### config.mk
export PLATFORM = sky130hd
export DESIGN_NAME = buzzer_sequencer_flat
export DESIGN_NICKNAME = d
export VERILOG_FILES = /design/src/rtl/buzzer_pkg.sv /design/src/rtl/buzzer_sequencer_if.sv /design/src/rtl/buzzer_sequencer_tick_prescaler.sv /design/src/rtl/buzzer_sequencer.sv /design/src/flat_wrapper.sv
export SDC_FILE = /design/constraint.sdc
export NUM_CORES = 1
export LEC_CHECK = 0
export ABC_CLOCK_PERIOD_IN_PS = 6750
export BUFFER_PORTS_ARGS = -buffer_cell sky130_fd_sc_hd__buf_2
export CORE_AREA = 2 2 73 75
export CTS_BUF_LIST = sky130_fd_sc_hd__clkbuf_4 sky130_fd_sc_hd__clkbuf_8
export DETAILED_ROUTE_END_ITERATION = 10
export DIE_AREA = 0 0 75 77
export PLACE_DENSITY_LB_ADDON = 0.15
export RECOVER_POWER = 50
export SLEW_MARGIN = 10
export SYNTH_ARGS = -nofsm -noshare
export SYNTH_HDL_FRONTEND = slang
export SYNTH_SLANG_ARGS = --single-unit
export TNS_END_PERCENT = 1
### constraint.sdc
create_clock -name CLK -period 6.75 [get_ports CLK]
set_clock_uncertainty 0.05 [all_clocks]
set_input_delay 0.3375 -clock CLK [delete_from_list [all_inputs] [get_ports CLK]]
set_output_delay 0.3375 -clock CLK [all_outputs]
set_load 0.01 [all_outputs]
### src/rtl/buzzer_pkg.sv
// -----------------------------------------------------------------------------
// buzzer_pkg
// Shared types and constants for the buzzer sequencer and its prescaler.
//   state_e      : sequencer states (idle, answer on/off, time-over on/off)
//   DEF_*        : default timing parameters (1 ms tick at 50 MHz)
//   phase_cnt_w  : phase counter width, from the longest phase in CLK cycles
//   rep_cnt_w    : repetition counter width, from the larger beep count
// -----------------------------------------------------------------------------
package buzzer_pkg;

   typedef enum logic [2:0] {
      ST_IDLE    = 3'd0,
      ST_ANS_ON  = 3'd1,
      ST_ANS_OFF = 3'd2,
      ST_TO_ON   = 3'd3,
      ST_TO_OFF  = 3'd4
   } state_e;

   localparam int DEF_TICK_DIV = 50000;
   localparam int DEF_ANS_ON   = 100;
   localparam int DEF_ANS_OFF  = 100;
   localparam int DEF_ANS_REPS = 2;
   localparam int DEF_TO_ON    = 500;
   localparam int DEF_TO_OFF   = 200;
   localparam int DEF_TO_REPS  = 3;

   // Width covering the longest phase expressed in CLK cycles, so the phase
   // counter can never wrap regardless of how the phase is measured.
   function automatic int phase_cnt_w(input int div, input int a_on, input int a_off,
                                      input int t_on, input int t_off);
      int m;
      m = a_on;
      if (a_off > m) m = a_off;
      if (t_on  > m) m = t_on;
      if (t_off > m) m = t_off;
      return $clog2(m * div + 1);
   endfunction

   function automatic int rep_cnt_w(input int a_reps, input int t_reps);
      int m;
      m = (a_reps > t_reps) ? a_reps : t_reps;
      return $clog2(m + 1);
   endfunction

endpackage

### src/rtl/buzzer_sequencer_if.sv
// -----------------------------------------------------------------------------
// buzzer_sequencer_if
// Control-side bus between the quiz controller and the buzzer sequencer.
//   Answer_Req / TimeOver_Req : single-cycle event pulses from the controller
//   Mute                      : level, silences both tone requests
//   Buzzer_Enable / _TimeOver : registered tone requests to the tone generator
//   Busy / Done               : sequence running / end-of-sequence pulse
// master = controller side, slave = sequencer side.
// -----------------------------------------------------------------------------
interface buzzer_sequencer_if;

   logic Answer_Req;
   logic TimeOver_Req;
   logic Mute;
   logic Buzzer_Enable;
   logic Buzzer_TimeOver;
   logic Busy;
   logic Done;

   modport master (
      output Answer_Req, TimeOver_Req, Mute,
      input  Buzzer_Enable, Buzzer_TimeOver, Busy, Done
   );

   modport slave (
      input  Answer_Req, TimeOver_Req, Mute,
      output Buzzer_Enable, Buzzer_TimeOver, Busy, Done
   );

endinterface

### src/rtl/buzzer_sequencer_tick_prescaler.sv
// -----------------------------------------------------------------------------
// tick_prescaler
// Restartable divide-by-DIV counter emitting a one-cycle tick every DIV cycles.
//   clk, rst : clock, synchronous active-high reset
//   restart  : next cycle begins a fresh DIV-cycle period (count 0)
//   tick     : high in the last cycle of each DIV-cycle period
// -----------------------------------------------------------------------------
module tick_prescaler #(
   parameter int DIV = 4
) (
   input  logic clk,
   input  logic rst,
   input  logic restart,
   output logic tick
);

   localparam int W = $clog2(DIV);

   logic [W-1:0] cnt_q, cnt_d;

   assign tick = (cnt_q == W'(DIV - 1));

   always_comb begin
      cnt_d = cnt_q + 1'b1;
      if (restart || tick) cnt_d = '0;
   end

   always_ff @(posedge clk) begin
      if (rst) cnt_q <= '0;
      else     cnt_q <= cnt_d;
   end

endmodule

### src/rtl/buzzer_sequencer.sv
// -----------------------------------------------------------------------------
// buzzer_sequencer
// Turns answer-granted / time-over events into timed, repeated beep patterns.
// Time-over beats answer (preempts a running answer sequence); one answer
// request can be held pending behind a time-over sequence.
//   CLK, RST : clock, synchronous active-high reset
//   bus      : buzzer_sequencer_if.slave (requests, mute, tone outputs,
//              Busy, Done)
// -----------------------------------------------------------------------------
module buzzer_sequencer
   import buzzer_pkg::*;
#(
   parameter int TICK_DIV = DEF_TICK_DIV,
   parameter int ANS_ON   = DEF_ANS_ON,
   parameter int ANS_OFF  = DEF_ANS_OFF,
   parameter int ANS_REPS = DEF_ANS_REPS,
   parameter int TO_ON    = DEF_TO_ON,
   parameter int TO_OFF   = DEF_TO_OFF,
   parameter int TO_REPS  = DEF_TO_REPS
) (
   input  logic              CLK,
   input  logic              RST,
   buzzer_sequencer_if.slave bus
);

   localparam int CNT_W = phase_cnt_w(TICK_DIV, ANS_ON, ANS_OFF, TO_ON, TO_OFF);
   localparam int REP_W = rep_cnt_w(ANS_REPS, TO_REPS);

   state_e           state_q, state_d;
   logic [CNT_W-1:0] tcnt_q, tcnt_d, last_tick;
   logic [REP_W-1:0] rep_q, rep_d, last_rep;
   logic             pend_q, pend_d;
   logic             done_q, done_d;
   logic             en_q, en_d;
   logic             tov_q, tov_d;
   logic             tick, restart, phase_end;

   tick_prescaler #(.DIV(TICK_DIV)) u_presc (
      .clk    (CLK),
      .rst    (RST),
      .restart(restart),
      .tick   (tick)
   );

   // Index of the tick that closes the current phase, and of the last on-phase.
   always_comb begin
      last_tick = '0;
      last_rep  = '0;
      case (state_q)
         ST_ANS_ON:  begin last_tick = CNT_W'(ANS_ON - 1);  last_rep = REP_W'(ANS_REPS - 1); end
         ST_ANS_OFF: begin last_tick = CNT_W'(ANS_OFF - 1); last_rep = REP_W'(ANS_REPS - 1); end
         ST_TO_ON:   begin last_tick = CNT_W'(TO_ON - 1);   last_rep = REP_W'(TO_REPS - 1);  end
         ST_TO_OFF:  begin last_tick = CNT_W'(TO_OFF - 1);  last_rep = REP_W'(TO_REPS - 1);  end
         default:    ;
      endcase
   end

   assign phase_end = tick && (tcnt_q == last_tick);

   always_comb begin
      state_d = state_q;
      pend_d  = pend_q;
      rep_d   = rep_q;
      done_d  = 1'b0;
      tcnt_d  = tick ? tcnt_q + 1'b1 : tcnt_q;

      case (state_q)
         ST_IDLE: begin
            rep_d = '0;
            if (bus.TimeOver_Req) begin
               state_d = ST_TO_ON;
               pend_d  = bus.Answer_Req;   // simultaneous answer waits its turn
            end else if (bus.Answer_Req) begin
               state_d = ST_ANS_ON;
            end
         end

         ST_ANS_ON, ST_ANS_OFF: begin
            if (bus.TimeOver_Req) begin
               // Interrupted answer is dropped silently: no Done for it.
               state_d = ST_TO_ON;
               rep_d   = '0;
            end else if (phase_end) begin
               if (state_q == ST_ANS_OFF) begin
                  state_d = ST_ANS_ON;
               end else if (rep_q == last_rep) begin
                  state_d = ST_IDLE;
                  rep_d   = '0;
                  done_d  = 1'b1;
               end else begin
                  state_d = ST_ANS_OFF;
                  rep_d   = rep_q + 1'b1;
               end
            end
         end

         ST_TO_ON, ST_TO_OFF: begin
            if (bus.Answer_Req) pend_d = 1'b1;
            if (phase_end) begin
               if (state_q == ST_TO_OFF) begin
                  state_d = ST_TO_ON;
               end else if (rep_q == last_rep) begin
                  // An answer arriving on this very cycle still chains.
                  state_d = (pend_q || bus.Answer_Req) ? ST_ANS_ON : ST_IDLE;
                  pend_d  = 1'b0;
                  rep_d   = '0;
                  done_d  = 1'b1;
               end else begin
                  state_d = ST_TO_OFF;
                  rep_d   = rep_q + 1'b1;
               end
            end
         end

         default: state_d = ST_IDLE;
      endcase

      // Every phase starts with a zero tick count.
      if (state_d != state_q) tcnt_d = '0;
   end

   // Hold the prescaler at zero while idle and realign it on every phase
   // change, so each phase (including preemption) starts at full length.
   assign restart = (state_q == ST_IDLE) || (state_d != state_q);

   assign en_d  = (state_d == ST_ANS_ON) && !bus.Mute;
   assign tov_d = (state_d == ST_TO_ON)  && !bus.Mute;

   always_ff @(posedge CLK) begin
      if (RST) begin
         state_q <= ST_IDLE;
         tcnt_q  <= '0;
         rep_q   <= '0;
         pend_q  <= 1'b0;
         done_q  <= 1'b0;
         en_q    <= 1'b0;
         tov_q   <= 1'b0;
      end else begin
         state_q <= state_d;
         tcnt_q  <= tcnt_d;
         rep_q   <= rep_d;
         pend_q  <= pend_d;
         done_q  <= done_d;
         en_q    <= en_d;
         tov_q   <= tov_d;
      end
   end

   assign bus.Buzzer_Enable   = en_q;
   assign bus.Buzzer_TimeOver = tov_q;
   assign bus.Busy            = (state_q != ST_IDLE);
   assign bus.Done            = done_q;

endmodule
### src/flat_wrapper.sv
// flat-port wrapper written by rule: the top's interface ports become plain ports
module buzzer_sequencer_flat import buzzer_pkg::*;
#(
   parameter int TICK_DIV = DEF_TICK_DIV,
   parameter int ANS_ON   = DEF_ANS_ON,
   parameter int ANS_OFF  = DEF_ANS_OFF,
   parameter int ANS_REPS = DEF_ANS_REPS,
   parameter int TO_ON    = DEF_TO_ON,
   parameter int TO_OFF   = DEF_TO_OFF,
   parameter int TO_REPS  = DEF_TO_REPS
)
  (CLK, RST, bus_Answer_Req, bus_TimeOver_Req, bus_Mute, bus_Buzzer_Enable, bus_Buzzer_TimeOver, bus_Busy, bus_Done);
  buzzer_sequencer_if bus_i ();
  input  logic CLK;
  input  logic RST;
  input wire logic [$bits(bus_i.Answer_Req)-1:0] bus_Answer_Req;
  input wire logic [$bits(bus_i.TimeOver_Req)-1:0] bus_TimeOver_Req;
  input wire logic [$bits(bus_i.Mute)-1:0] bus_Mute;
  output wire logic [$bits(bus_i.Buzzer_Enable)-1:0] bus_Buzzer_Enable;
  output wire logic [$bits(bus_i.Buzzer_TimeOver)-1:0] bus_Buzzer_TimeOver;
  output wire logic [$bits(bus_i.Busy)-1:0] bus_Busy;
  output wire logic [$bits(bus_i.Done)-1:0] bus_Done;
  assign bus_i.Answer_Req = bus_Answer_Req;
  assign bus_i.TimeOver_Req = bus_TimeOver_Req;
  assign bus_i.Mute = bus_Mute;
  assign bus_Buzzer_Enable = bus_i.Buzzer_Enable;
  assign bus_Buzzer_TimeOver = bus_i.Buzzer_TimeOver;
  assign bus_Busy = bus_i.Busy;
  assign bus_Done = bus_i.Done;
  buzzer_sequencer #(.TICK_DIV(TICK_DIV), .ANS_ON(ANS_ON), .ANS_OFF(ANS_OFF), .ANS_REPS(ANS_REPS), .TO_ON(TO_ON), .TO_OFF(TO_OFF), .TO_REPS(TO_REPS)) u_core (.CLK(CLK), .RST(RST), .bus(bus_i));
endmodule
# --- After elaboration in Yosys (flattened, before gate mapping) ---
# Cells that the tools add are included.
totals:
  regBits: 50
  input_bits: 5
op_classes:
  add_sub_neg: 3
  reduce_logical: 17
  n_mux: 33
  eq_ne: 15
ops:
  columns: ["op", "n"]
  rows:
  - ["one-hot mux 9 bit (3 select lines)", 1]
  - ["adder 25 x 1 -> 25 bit, second input constant", 1]
  - ["== test 25 x 9 -> 1 bit", 1]
  - ["two-way mux 3 bit", 8]
  - ["adder 16 x 1 -> 16 bit, second input constant", 1]
  - ["== test 16 bit, second input constant", 1]
  - ["two-way mux 2 bit", 7]
  - ["two-way mux 1 bit", 12]
  - ["== test 3 x 2 -> 1 bit, second input constant", 3]
  - ["one-hot mux 3 bit (3 select lines)", 1]
  - ["OR reduction 2 bit", 4]
  - ["== test 3 x 1 -> 1 bit, second input constant", 2]
  - ["one-hot mux 2 bit (3 select lines)", 1]
  - ["nonzero test 3 bit", 2]
  - ["AND reduction 5 bit", 1]
  - ["!= test 2 bit, second input constant", 2]
  - ["one-hot mux 1 bit (2 select lines)", 2]
  - ["one-hot mux 2 bit (2 select lines)", 1]
  - ["== test 3 bit, second input constant", 1]
  - ["logical AND 1 bit", 3]
  - ["logical NOT 3 bit", 1]
  - ["logical OR 1 bit", 3]
  - ["!= test 3 x 1 -> 1 bit, second input constant", 1]
  - ["!= test 3 bit", 1]
  - ["7 further kinds", 7]

# --- Longest topological paths before layout ---
depth:
  word_depth: 13
  ltp_mapped: 8

# --- Hierarchy ---
# Synthesis repeated with hierarchy kept, for this count alone.
hier_totals:
  hier_cells: 340
  area_unflattened_um2: 3007.9
by_module_without_submodules:
  columns: ["mod", "area_per_inst_um2", "seq_area_each_um2", "cells_per_inst", "instances"]
  rows:
  - ["buzzer_sequencer", 2297.2, 680.7, 260, 1]
  - ["tick_prescaler", 710.7, 320.3, 80, 1]

# --- Least setup slack after synthesis ---
# Ideal clock, no wire load.
synth_timing:
  path_type: "reg2reg"
  start: "register u_core.state_q[0]"
  end: "register u_core.u_presc.cnt_q[2]"
  arrival_ns: 1.939
  stages_incl_launch_ff: 9
  setup_slack_ns: 4.619
  synth_period_minus_slack_ns: 2.131
  setup_time_ns: 0.142
  t_required_ns: 6.558
  path_cell_list: "dfxtp_1 > buf_6 > nand3b_1 > o2bb2a_1 > a211oi_1 > nand3_1 > o31ai_4 > buf_6 > nor4_1"
synth_via:
  elab_chain_cells: 13
synth_lines:
  columns: ["element", "line_no", "text"]
  rows:
  - ["start: declaration", "buzzer_sequencer.sv:29", "state_e state_q, state_d;"]
  - ["start signal: assignment", "buzzer_sequencer.sv:139", "state_q <= state_d;"]
  - ["parallel branches: the longest is 10 deep, another holds == test 25 x 9 -> 1 bit", null, null]
  - ["logical OR 1 bit (*)", "buzzer_sequencer.sv:124", "assign restart = (state_q == ST_IDLE) || (state_d != state_q);"]
  - ["logical OR 1 bit (*)", "buzzer_sequencer_tick_prescaler.sv:25", "if (restart || tick) cnt_d = '0;"]
  - ["OR reduction 2 bit (no line) (*)", null, null]
  - ["end signal: assignment", "buzzer_sequencer_tick_prescaler.sv:30", "else cnt_q <= cnt_d;"]
  - ["end: declaration", "buzzer_sequencer_tick_prescaler.sv:19", "logic [W-1:0] cnt_q, cnt_d;"]
# Mark *: on every way between the ends.
# A chain may end at the register's enable or synchronous reset.

# --- Worst setup path after layout ---
layout_timing:
  start: "register u_core.state_q[1]"
  end: "register u_core.tcnt_q[6]"
layout_via:
  elab_chain_cells: 11
layout_lines:
  columns: ["element", "line_no", "text"]
  rows:
  - ["parallel branches: the longest is 9 deep, another holds == test 25 x 9 -> 1 bit", null, null]
  - ["!= test 3 bit (*)", "buzzer_sequencer.sv:119", "if (state_d != state_q) tcnt_d = '0;"]
  - ["OR reduction 2 bit (no line) (*)", null, null]
  - ["end signal: assignment", "buzzer_sequencer.sv:140", "tcnt_q <= tcnt_d;"]
  - ["end: declaration", "buzzer_sequencer.sv:30", "logic [CNT_W-1:0] tcnt_q, tcnt_d, last_tick;"]
# Marked as above.

==> impl_results.md <==
- Diode count: 0
- Average wire length per cell after detail routing: approximately 15 um
- Number of rows in the core area: 26
- Share of layout cells above drive strength 1: around 5.9%
- Number of antenna violations at the first check in global routing: 0
- Fin. max-slew vios: 42
- Number of enable flip-flop cells after synthesis: 0
- Largest fanout on the critical path: between 40 and 50
- Setup repair after global routing missed its margin: false
- Number of buffers inserted to repair setup after CTS: 0
- Average cell area after synthesis: roughly 8.5 um2
- LEAKAGE: 0.9191 nW
- Post-synthesis share of cell area spent on xor and xnor gates: 11.45%
- Nature of the critical path startpoint: flop
- Fraction of the mapped netlist area in compound gates: 11.83%
- Class of the tightest hold or removal check: in -> reg
- Worst stage delay on the critical path: approximately 1.3 ns
- Critical path data arrival time: roughly 4.3 ns
- Drc violations: 0
- Total count of hold-check failures in the final report: 0
- Vias per cell: 6.119
- Gate Count Post-Synth: ~340
- Dominant combinational cell family by area after synthesis: simple AND/OR/NAND/NOR gates
- Synthesis Warnings: 0
- Starting utilization of the core area: around three fifths
- Synthesized-area fraction occupied by adder cells: less than 1%
- Global placement routability congestion: 0.8507
- Fin nets: roughly 350
- Highest achievable clock rate: between 200 and 250 MHz
- Post-synthesis async set-or-reset flop share: 0%
- Crit-path cells: nand3b_1, o2bb2a_1, a211oi_1, nand3_1, a32oi_2, clkbuf_1, nor3_1
- Number of iterations in the first detailed-routing pass: 4
- Overall die area: just under 0.006 mm2
- Clock Root Buffer: sky130_fd_sc_hd__clkbuf_8
- Data required time of the worst path: between 6 and 7 ns
- Crit path kind: reg -> reg
- Most used flip-flop cell after synthesis: sky130_fd_sc_hd__dfxtp_1
- Total number of vias: 2515
- Worst supply voltage drop on vdd: 0.0001141 V
- Actual slew at the worst max-slew pin: around 1.8 ns
- Number of global-route vias before repair: roughly 2.3k
- Total of flip-flops plus latches after synthesis: 50
- TritonCTS clock tree: done
- Number of stages on the worst hold path: 2
- Failing checks: capacitance limit, slew limit
- Gate family responsible for the most delay along the worst path: buffers and inverters
- Area added between synthesis and finish: 2.023%
- Cell Count, Final, Fillers Out: approximately 400
- Number of antenna-violating nets in the routed design: 0
- Skew-Pair Late Insertion Delay: about 0.30 ns
- Simple-Gate Fraction of Synth Area: about a third
- Number of I/O port buffers: 8
- Slowest-stage cell, CP: sky130_fd_sc_hd__clkbuf_1
- Horiz. Die Dim: approximately 75 um
- Max_cap viols: 1
- Total gr overflow: 0
- Hold buffers post-CTS: 0
- Number of nets in the synthesized netlist: roughly 350
- CTS sink count: 50
- Total power per unit cell area: roughly 180 mW/mm2
- WL final: 5.990 mm
- Tcrit/Tclk final: 63.37%
- Number of different library cells in the post-synthesis netlist: slightly above 60
- Run status: finished, violations left
- CTS H-Tree Depth: 2
- Total Negative Setup Slacks: 0 ns
- Post-synth design cell area: 0.002908 mm2
- Largest net degree at the start of global routing: 42
- Number of stages on the worst setup path: 7
- Cells after DPL: 403
- Top-level I/O count: 9
- Initial drt markers: approximately 190
- Period minus WS final: 4.278 ns
- Worst Setup End Kind: flop
- Chip Height: 77 um
- CTS resizes: 0
- Post-detailed-placement half-perimeter wirelength: between 4 and 5 mm
- Final setup violation count: 0
- Wire length of the first global-routing pass: 10.49 mm
- Share of cell area taken by muxes after synthesis: 0.7315%
- Clock buffers created by TritonCTS: 5
- Total routing resource utilization after global routing: 22.63%
- Rel. slew slack: -18.38%
- Depth of the worst register-to-register path: 7
- Core outline area: roughly 0.0050 mm2
- Fraction of the yosys area taken by sequential cells: roughly 34%
- Maximum root-to-sink buffer count: 2
- Worst-path clk slew: around 0.09 ns
- Buf+Inv Stages, Crit Path: 1
## cell usage after synthesis (3+ instances only)
| cell type | n | area share, % |
|---|---|---|
| sky130_fd_sc_hd__nand2_1 | 17 | 2.2 |
| sky130_fd_sc_hd__nand4_1 | 18 | 3.9 |
| sky130_fd_sc_hd__nor4_1 | 22 | 4.7 |
| sky130_fd_sc_hd__nand2b_1 | 3 | 0.65 |
| sky130_fd_sc_hd__nor2_1 | 23 | 3.0 |
| sky130_fd_sc_hd__nor4b_1 | 4 | 1.2 |
| sky130_fd_sc_hd__a21oi_1 | 8 | 1.4 |
| sky130_fd_sc_hd__buf_6 | 9 | 3.5 |
| sky130_fd_sc_hd__dfxtp_1 | 50 | 34 |
| sky130_fd_sc_hd__o21ai_0 | 3 | 0.52 |
| sky130_fd_sc_hd__xnor2_1 | 24 | 7.2 |
| sky130_fd_sc_hd__xor2_1 | 14 | 4.2 |
| sky130_fd_sc_hd__nand3_1 | 13 | 2.2 |
| sky130_fd_sc_hd__nor4bb_1 | 3 | 1.0 |
| sky130_fd_sc_hd__and2_1 | 5 | 1.1 |
| sky130_fd_sc_hd__clkbuf_1 | 8 | 1.0 |
| sky130_fd_sc_hd__nor3_1 | 34 | 5.9 |
| sky130_fd_sc_hd__and3_1 | 9 | 1.9 |
| sky130_fd_sc_hd__inv_1 | 16 | 2.1 |
| sky130_fd_sc_hd__nor3b_1 | 3 | 0.77 |
| sky130_fd_sc_hd__a31oi_1 | 3 | 0.65 |
## where the power goes
part	leakage, nW	internal [mW]	switching (mW)	total [mW]
Clock	0.0486	0.0773	0.0968	0.174
Sequential	0.404	0.298	0.00800	0.306
Combinational	0.467	0.0179	0.0372	0.0550
Total	0.919	0.393	0.142	0.535
## cells by family (layout without fill, tap and decap cells)
logic type	count (synthesis)	count (layout)
AO/OA/AOI/OAI	43	43
XOR/XNOR	38	38
adder cells (fa/ha/maj)	2	2
buffers and inverters	35	34
flip-flops	50	50
multiplexers	2	2
AND/OR/NAND/NOR	172	172
## registers in the layout, summed over array words and instances, names as in the netlist
name,cells
u_core.pend_q,1
u_core.bus.Buzzer_Enable,1
u_core.u_presc.cnt_q,16
u_core.state_q,3
u_core.bus.Buzzer_TimeOver,1
u_core.bus.Done,1
u_core.rep_q,2
u_core.tcnt_q,25
## metal layers
metal	GRT usage (%)	share of wire, %
met4	6.250	0.80
met5	0	0
met3	3.942	3.3
met1	29.78	48
met2	37.46	48
## layout make-up
type,count,area (um2)
Clock buffer,6,76.32
Clock inverter,2,13.76
Fill cell,474,2011
Inverter,16,60.06
Multi-Input combinational cell,257,1682
Sequential cell,50,1001
Tap cell,70,87.58
Timing Repair Buffer,10,46.29
## layout by cell type (no fill, tap or decap), types with 2 or more instances in the layout
master / count
sky130_fd_sc_hd__a211oi_1: 3
sky130_fd_sc_hd__a21oi_1: 8
sky130_fd_sc_hd__a31oi_1: 3
sky130_fd_sc_hd__and2_1: 5
sky130_fd_sc_hd__and3_1: 9
sky130_fd_sc_hd__and4_1: 2
sky130_fd_sc_hd__buf_2: 4
sky130_fd_sc_hd__clkbuf_1: 5
sky130_fd_sc_hd__clkbuf_8: 5
sky130_fd_sc_hd__dfxtp_1: 50
sky130_fd_sc_hd__ha_1: 2
sky130_fd_sc_hd__inv_1: 16
sky130_fd_sc_hd__nand2_1: 17
sky130_fd_sc_hd__nand2b_1: 3
sky130_fd_sc_hd__nand3_1: 13
sky130_fd_sc_hd__nand4_1: 18
sky130_fd_sc_hd__nor2_1: 23
sky130_fd_sc_hd__nor2b_1: 2
sky130_fd_sc_hd__nor3_1: 36
sky130_fd_sc_hd__nor3b_1: 3
sky130_fd_sc_hd__nor4_1: 22
sky130_fd_sc_hd__nor4b_1: 4
sky130_fd_sc_hd__nor4bb_1: 3
sky130_fd_sc_hd__o211a_1: 2
sky130_fd_sc_hd__o211ai_1: 2
sky130_fd_sc_hd__o21a_1: 2
sky130_fd_sc_hd__o21ai_0: 4
sky130_fd_sc_hd__o31ai_1: 2
sky130_fd_sc_hd__or3_1: 2
sky130_fd_sc_hd__or4_1: 2
sky130_fd_sc_hd__xnor2_1: 24
sky130_fd_sc_hd__xor2_1: 14
## path summary, 6_finish.rpt
kind                           start                       to  slack (ns)
max                u_core.state_q[1]         u_core.tcnt_q[6]        2.47
min                              RST        u_core.state_q[2]        0.25
max reg2reg        u_core.state_q[1]         u_core.tcnt_q[6]        2.47
min reg2reg  u_core.u_presc.cnt_q[0]  u_core.u_presc.cnt_q[0]        0.42
## stage by stage
stage / total power, mW / util (%) / hold slack, ns / setup slack [ns] / cell area (um2)
6_report: 0.5353 / 59.60 / 0.2546 / 2.472 / 2967
5_1_grt: 0.5616 / 59.60 / 0.2668 / 2.078 / 2967
4_1_cts: 0.5443 / 60.23 / 0.2472 / 3.325 / 2998
3_5_place_dp: 0.3689 / 58.42 / 0.4036 / 3.365 / 2908
3_3_place_gp: 0.3685 / 58.42 / 0.3946 / 3.389 / 2908
2_1_floorplan: 0.3635 / - / 0.3708 / 4.619 / 2908
(Power assumes the default switching activity.)
